`config.mk`:
```
export PLATFORM = sky130hd
export DESIGN_NAME = hwpe_dma_loader
export DESIGN_NICKNAME = d
export VERILOG_FILES = /design/src/rtl/hwpe_dma_loader.sv
export SDC_FILE = /design/constraint.sdc
export NUM_CORES = 1
export LEC_CHECK = 0
export CORE_ASPECT_RATIO = 1.1
export CORE_MARGIN = 4
export CORE_UTILIZATION = 58
export CTS_BUF_LIST = sky130_fd_sc_hd__clkbuf_16
export CTS_CLUSTER_SIZE = 16
export DETAILED_ROUTE_END_ITERATION = 7
export PLACE_DENSITY = 0.87
export SYNTH_ARGS = -nofsm -noshare
export SYNTH_HDL_FRONTEND = slang
export SYNTH_SLANG_ARGS = --single-unit
```
`constraint.sdc`:
```
create_clock -name clk -period 26.1 [get_ports clk]
set_input_delay 5.22 -clock clk [delete_from_list [all_inputs] [get_ports clk]]
set_output_delay 5.22 -clock clk [all_outputs]
set_load 0.03 [all_outputs]
```
`src/rtl/hwpe_dma_loader.sv`:
```
// Byte-stream to 64-bit DMA write loader for the HWPE feature-map and kernel SRAMs.
// Packs 8 bytes little-endian per word and walks three address segments in order.
module hwpe_dma_loader #(
  parameter int ADDR_WIDTH = 16,
  parameter int CNT_WIDTH  = 16
) (
  input  logic                  clk,
  input  logic                  rst,
  input  logic                  start,
  input  logic [ADDR_WIDTH-1:0] cfg_seg0_base,
  input  logic [CNT_WIDTH-1:0]  cfg_seg0_words,
  input  logic [ADDR_WIDTH-1:0] cfg_seg1_base,
  input  logic [CNT_WIDTH-1:0]  cfg_seg1_words,
  input  logic [ADDR_WIDTH-1:0] cfg_seg2_base,
  input  logic [CNT_WIDTH-1:0]  cfg_seg2_words,
  input  logic                  s_valid,
  output logic                  s_ready,
  input  logic [7:0]            s_data,
  output logic                  dma_wen,
  output logic [ADDR_WIDTH-1:0] dma_wa,
  output logic [63:0]           dma_wd,
  output logic                  busy,
  output logic                  done,
  output logic                  fmap_done,
  output logic                  kernel_done
);

  typedef enum logic [2:0] {IDLE, SEG0, SEG1, SEG2, DONE} state_t;

  state_t                       state, state_next, target;
  logic [2:0][ADDR_WIDTH-1:0]   base_q;
  logic [2:0][CNT_WIDTH-1:0]    words_q;
  logic [2:0]                   byte_idx;
  logic [CNT_WIDTH-1:0]         word_cnt;
  logic [55:0]                  pack_q;
  logic [1:0]                   seg_sel;
  logic [ADDR_WIDTH-1:0]        cur_base;
  logic [CNT_WIDTH-1:0]         cur_words;
  logic [2:0]                   cfg_nz, q_nz;
  logic                         accept, word_end, seg_end, leave;
  logic                         fmap_set, kernel_set;

  // First segment at or after index 'from' with a nonzero word count, else DONE.
  function automatic state_t pick_next(input logic [1:0] from, input logic [2:0] nz);
    if (from == 2'd0 && nz[0])      return SEG0;
    else if (from <= 2'd1 && nz[1]) return SEG1;
    else if (from <= 2'd2 && nz[2]) return SEG2;
    else                            return DONE;
  endfunction

  assign cfg_nz = {cfg_seg2_words != '0, cfg_seg1_words != '0, cfg_seg0_words != '0};
  assign q_nz   = {words_q[2] != '0, words_q[1] != '0, words_q[0] != '0};

  assign seg_sel   = (state == SEG1) ? 2'd1 : (state == SEG2) ? 2'd2 : 2'd0;
  assign cur_base  = base_q[seg_sel];
  assign cur_words = words_q[seg_sel];

  assign s_ready  = (state == SEG0) || (state == SEG1) || (state == SEG2);
  assign busy     = (state != IDLE);
  assign accept   = s_valid && s_ready;
  assign word_end = accept && (byte_idx == 3'd7);
  assign seg_end  = word_end && (word_cnt == cur_words - CNT_WIDTH'(1));

  // NOTE: every signal written here gets a default first so no latch is inferred.
  always_comb begin
    state_next = state;
    target     = DONE;
    leave      = 1'b0;
    unique case (state)
      IDLE: if (start)   begin leave = 1'b1; target = pick_next(2'd0, cfg_nz); end
      SEG0: if (seg_end) begin leave = 1'b1; target = pick_next(2'd1, q_nz);   end
      SEG1: if (seg_end) begin leave = 1'b1; target = pick_next(2'd2, q_nz);   end
      SEG2: if (seg_end) begin leave = 1'b1; target = pick_next(2'd3, q_nz);   end
      DONE: state_next = IDLE;
      default: state_next = IDLE;
    endcase
    if (leave) state_next = target;
  end

  // Crossing past SEG1 (by finishing it or skipping it) completes the feature map.
  assign fmap_set   = leave && (state != SEG2) && (target == SEG2 || target == DONE);
  assign kernel_set = leave && (target == DONE);

  // NOTE: sequential state uses non-blocking assignments only.
  always_ff @(posedge clk or posedge rst) begin
    if (rst) begin
      state       <= IDLE;
      base_q      <= '0;
      words_q     <= '0;
      byte_idx    <= '0;
      word_cnt    <= '0;
      pack_q      <= '0;
      dma_wen     <= 1'b0;
      dma_wa      <= '0;
      dma_wd      <= '0;
      done        <= 1'b0;
      fmap_done   <= 1'b0;
      kernel_done <= 1'b0;
    end else begin
      state   <= state_next;
      done    <= (state == DONE);
      dma_wen <= 1'b0;

      if (state == IDLE && start) begin
        base_q  <= {cfg_seg2_base, cfg_seg1_base, cfg_seg0_base};
        words_q <= {cfg_seg2_words, cfg_seg1_words, cfg_seg0_words};
      end

      if (fmap_set)                    fmap_done <= 1'b1;
      else if (state == IDLE && start) fmap_done <= 1'b0;
      if (kernel_set)                  kernel_done <= 1'b1;
      else if (state == IDLE && start) kernel_done <= 1'b0;

      if (accept) begin
        byte_idx <= byte_idx + 3'd1;
        for (int k = 0; k < 7; k++)
          if (byte_idx == 3'(k)) pack_q[8*k +: 8] <= s_data;
      end

      // Lane 7 bypasses the packing register straight into the outgoing word.
      if (word_end) begin
        dma_wen  <= 1'b1;
        dma_wd   <= {s_data, pack_q};
        dma_wa   <= cur_base + ADDR_WIDTH'({word_cnt, 3'b000});
        word_cnt <= seg_end ? '0 : word_cnt + CNT_WIDTH'(1);
      end
    end
  end

endmodule

```
==> flow_summary.ini <==
[clocking]
cts_tree = yes
clk_pin_slew_worst_paths_ns = 0.06
postCtsResizedCells = 0
htreeDepth = 1
postCtsSetupBuffers = 0
ctsHoldBuffers = 0
numCtsBuffers = 25
cts-root-buf = clkbuf_16
cts_buffer_depth = 3
cts.sinks = 258
insertion_delay_ns = 0.52

[power_and_ir_drop]
combPwrFrac = 0.291
seqPwrFrac = 0.446
p_switching_uw = 406
clock_power_share = 0.263
p_per_area_nw_per_um2 = 84.5
total_leakage_power_uw = 0.00733
p_int_uw = 837
switching_share = 0.327
irDropWorstVdd_uv = 48.9

[timing]
clock.fmax_ghz = 0.125
post-route-period-util = 0.307
setup_viol = 0
tightest_slew_ns = 1.04
final.setup.tns_ns = 0
report.final.slew_viol_count = 0
rsz0062_at_grt = false
finalCriticalPeriod_ns = 8.02
maxSlewHeadroom = 0.309
hold_viol = 0
skew_ns = 0.00759
holdWs_ns = 0.461

[place]
gp_congestion = 0.849
portBuffers = 193
dp_hpwl_um = 19800
place_area_um2 = 14000

[cells_and_area]
fin_util = 0.736
nNetsFinal = 1555
final_area_um2 = 14700
drive_gt1_frac = 0.0894
area_delta_synth_final_pct = 23.4
final.fill_count = 1422
multi_input_area_um2 = 5170
n_antenna_cell = 0
ff_latch_area_um2 = 6460

[logic_synthesis]
synth_common_cells = 539 x nand2_1, 258 x dfrtp_1, 68 x mux2_2
avgSynthCellArea_um2 = 9.49
seq_area_frac_synth = 0.541
ys_ff_latch = 258
synth_top_cell_area_share = 0.541
synthCells = 1256
synth_nets = 1385
synth-async-reset-ratio = 1.00
yosysMostFrequentCell = nand2_1
ys_dominant_reg_cell = dfrtp_1
synth_top_cell_by_area = dfrtp_1
synthTopCellsByArea = dfrtp_1 54%, nand2_1 17%, mux2_2 6.4%
syn_area_um2 = 11900
synth_edf_count = 0
ys_types = 59
yosysWarnings = 0

[floorplanning]
dieArea_um2 = 22900
start_util = 0.596
die_x_um = 145
core_um2 = 20000
io_pins = 194
num_rows = 54
fp.dieH_um = 158

[run]
max-cap-violations = 0

[grt]
grt_overflow = 0
grt_max_degree = 117
grt_first_pass_wirelength_um = 46100
grtUsageTotal = 0.249
antenna_found_initial = 0
grt_pass1_vias = 9441

[drt]
drt_iter0_drc = 576
via_per_inst = 5.55
routedLengthMet1_um = 11600
dr.pass1.iters = 5
detailroute.via_count = 9410
wirelength_um = 28500
drc = 0
wl_met3_um = 1920
ant_nets = 0
routedWlPerCell_um = 16.8
highest_layer = met4
met2_wirelength_um = 14200

[setup_path]
cp.required_ns = 26.51
cp_data_arrival_time_ns = 8.42
r2r_setup_slack_ns = 21.61
endpoint_kind = flip-flop
setup.worst_path.class = in -> reg
cp_max_fo = 99
cp-start-kind = input pin

[outcome]
run_status = complete, no violations

[worst_hold_path]
hp-class = reg -> reg
-- path summary, 6_finish.rpt --
| path | startpoint | endpoint | cells past startpoint |
|---|---|---|---|
| worst max-delay path | s_valid | word_cnt[0]$_DFFE_PP0P_ | 10 |
| worst min-delay path | pack_q[12]$_DFFE_PP0P_ | dma_wd[12]$_DFFE_PP0P_ | 2 |
| worst max register to register | state[0]$_DFFE_PP0P_ | word_cnt[0]$_DFFE_PP0P_ | 14 |
| worst min register to register | pack_q[12]$_DFFE_PP0P_ | dma_wd[12]$_DFFE_PP0P_ | 2 |
| max in group asynchronous | rst | state[0]$_DFFE_PP0P_ | 3 |
| min in group asynchronous | rst | dma_wd[32]$_DFFE_PP0P_ | 2 |
-- metrics by stage --
stage | total power [µW] | instances | setup slack [ns]
after floorplan | 766 | 1256 | 13.78
after global placement | 905 | 1651 | 17.71
after detailed placement | 924 | 1651 | 17.56
after CTS | 1250 | 1695 | 18.09
after global routing | 1300 | 1695 | 17.82
final | 1240 | 1695 | 18.08
-- final cells by class --
cell class / instances / area share
sequential: 258 / 0.439
multi-input combinational: 929 / 0.352
timing repair buffer: 201 / 0.135
clock buffer: 25 / 0.0425
tap: 252 / 0.0214
clock inverter: 19 / 0.00689
inverter: 11 / 0.00332
-- metal layers --
metal / vias to the layer above / GRT usage
li1: 4459 / -
met1: 4505 / 0.323
met5: - / 0
met2: 374 / 0.431
met4: 0 / 0.0826
met3: 72 / 0.0384
-- cell families after synthesis --
kind of cell | count (synthesis) | synth area share
and+or+nand+nor | 672 | 0.234
adders and majority gates | 21 | 0.0227
muxes | 104 | 0.0965
DFF | 258 | 0.541
buffers and inverters | 69 | 0.0258
xor gates and xnor gates | 47 | 0.0351
AOI/OAI and AO/OA | 85 | 0.0442
-- sequential cells by signal (all words and copies together), names as in the netlist --
| signal | flops |
|---|---|
| dma_wd | 64 |
| kernel_done | 1 |
| done | 1 |
| state | 3 |
| fmap_done | 1 |
| word_cnt | 16 |
| byte_idx | 3 |
| dma_wen | 1 |
| pack_q | 56 |
| words_q | 48 |
| base_q | 48 |
| dma_wa | 16 |
-- worst max-delay path, stage by stage --
cell	delay [ns]
clkdlybuf4s50_1	0.46
and2_1	0.36
nand2_4	0.62
inv_2	0.21
nand3_1	0.09
or4_1	0.54
nor4_2	0.27
and2_4	0.38
nor3_2	0.06
a21o_1	0.19
-- cells in the final DEF, fill, tap and decap left out, types with 4 or more instances in the layout --
cell	instances
nand4_1	13
nand3_1	14
clkinv_1	11
nand2_1	537
xnor2_1	26
clkdlybuf4s50_1	193
dfrtp_1	257
inv_1	13
nor2_1	37
ha_1	20
a31oi_1	4
clkbuf_16	25
buf_4	8
a21o_1	10
mux2i_1	30
nor2b_1	4
xor2_1	20
mux2_2	68
and3_1	5
mux2_4	4
a21oi_1	13
nor4_1	23
nor3_1	8
and2_1	4
o21ai_0	37
-- power by group through the flow --
stage	clock (µW)	combinational (µW)	sequential (µW)
floorplan	0	131	635
global placement	0	351	554
detailed placement	0	365	560
CTS	332	368	554
global route	348	392	564
finish	327	362	555
Note: power is estimated with default switching activity, not from simulation.
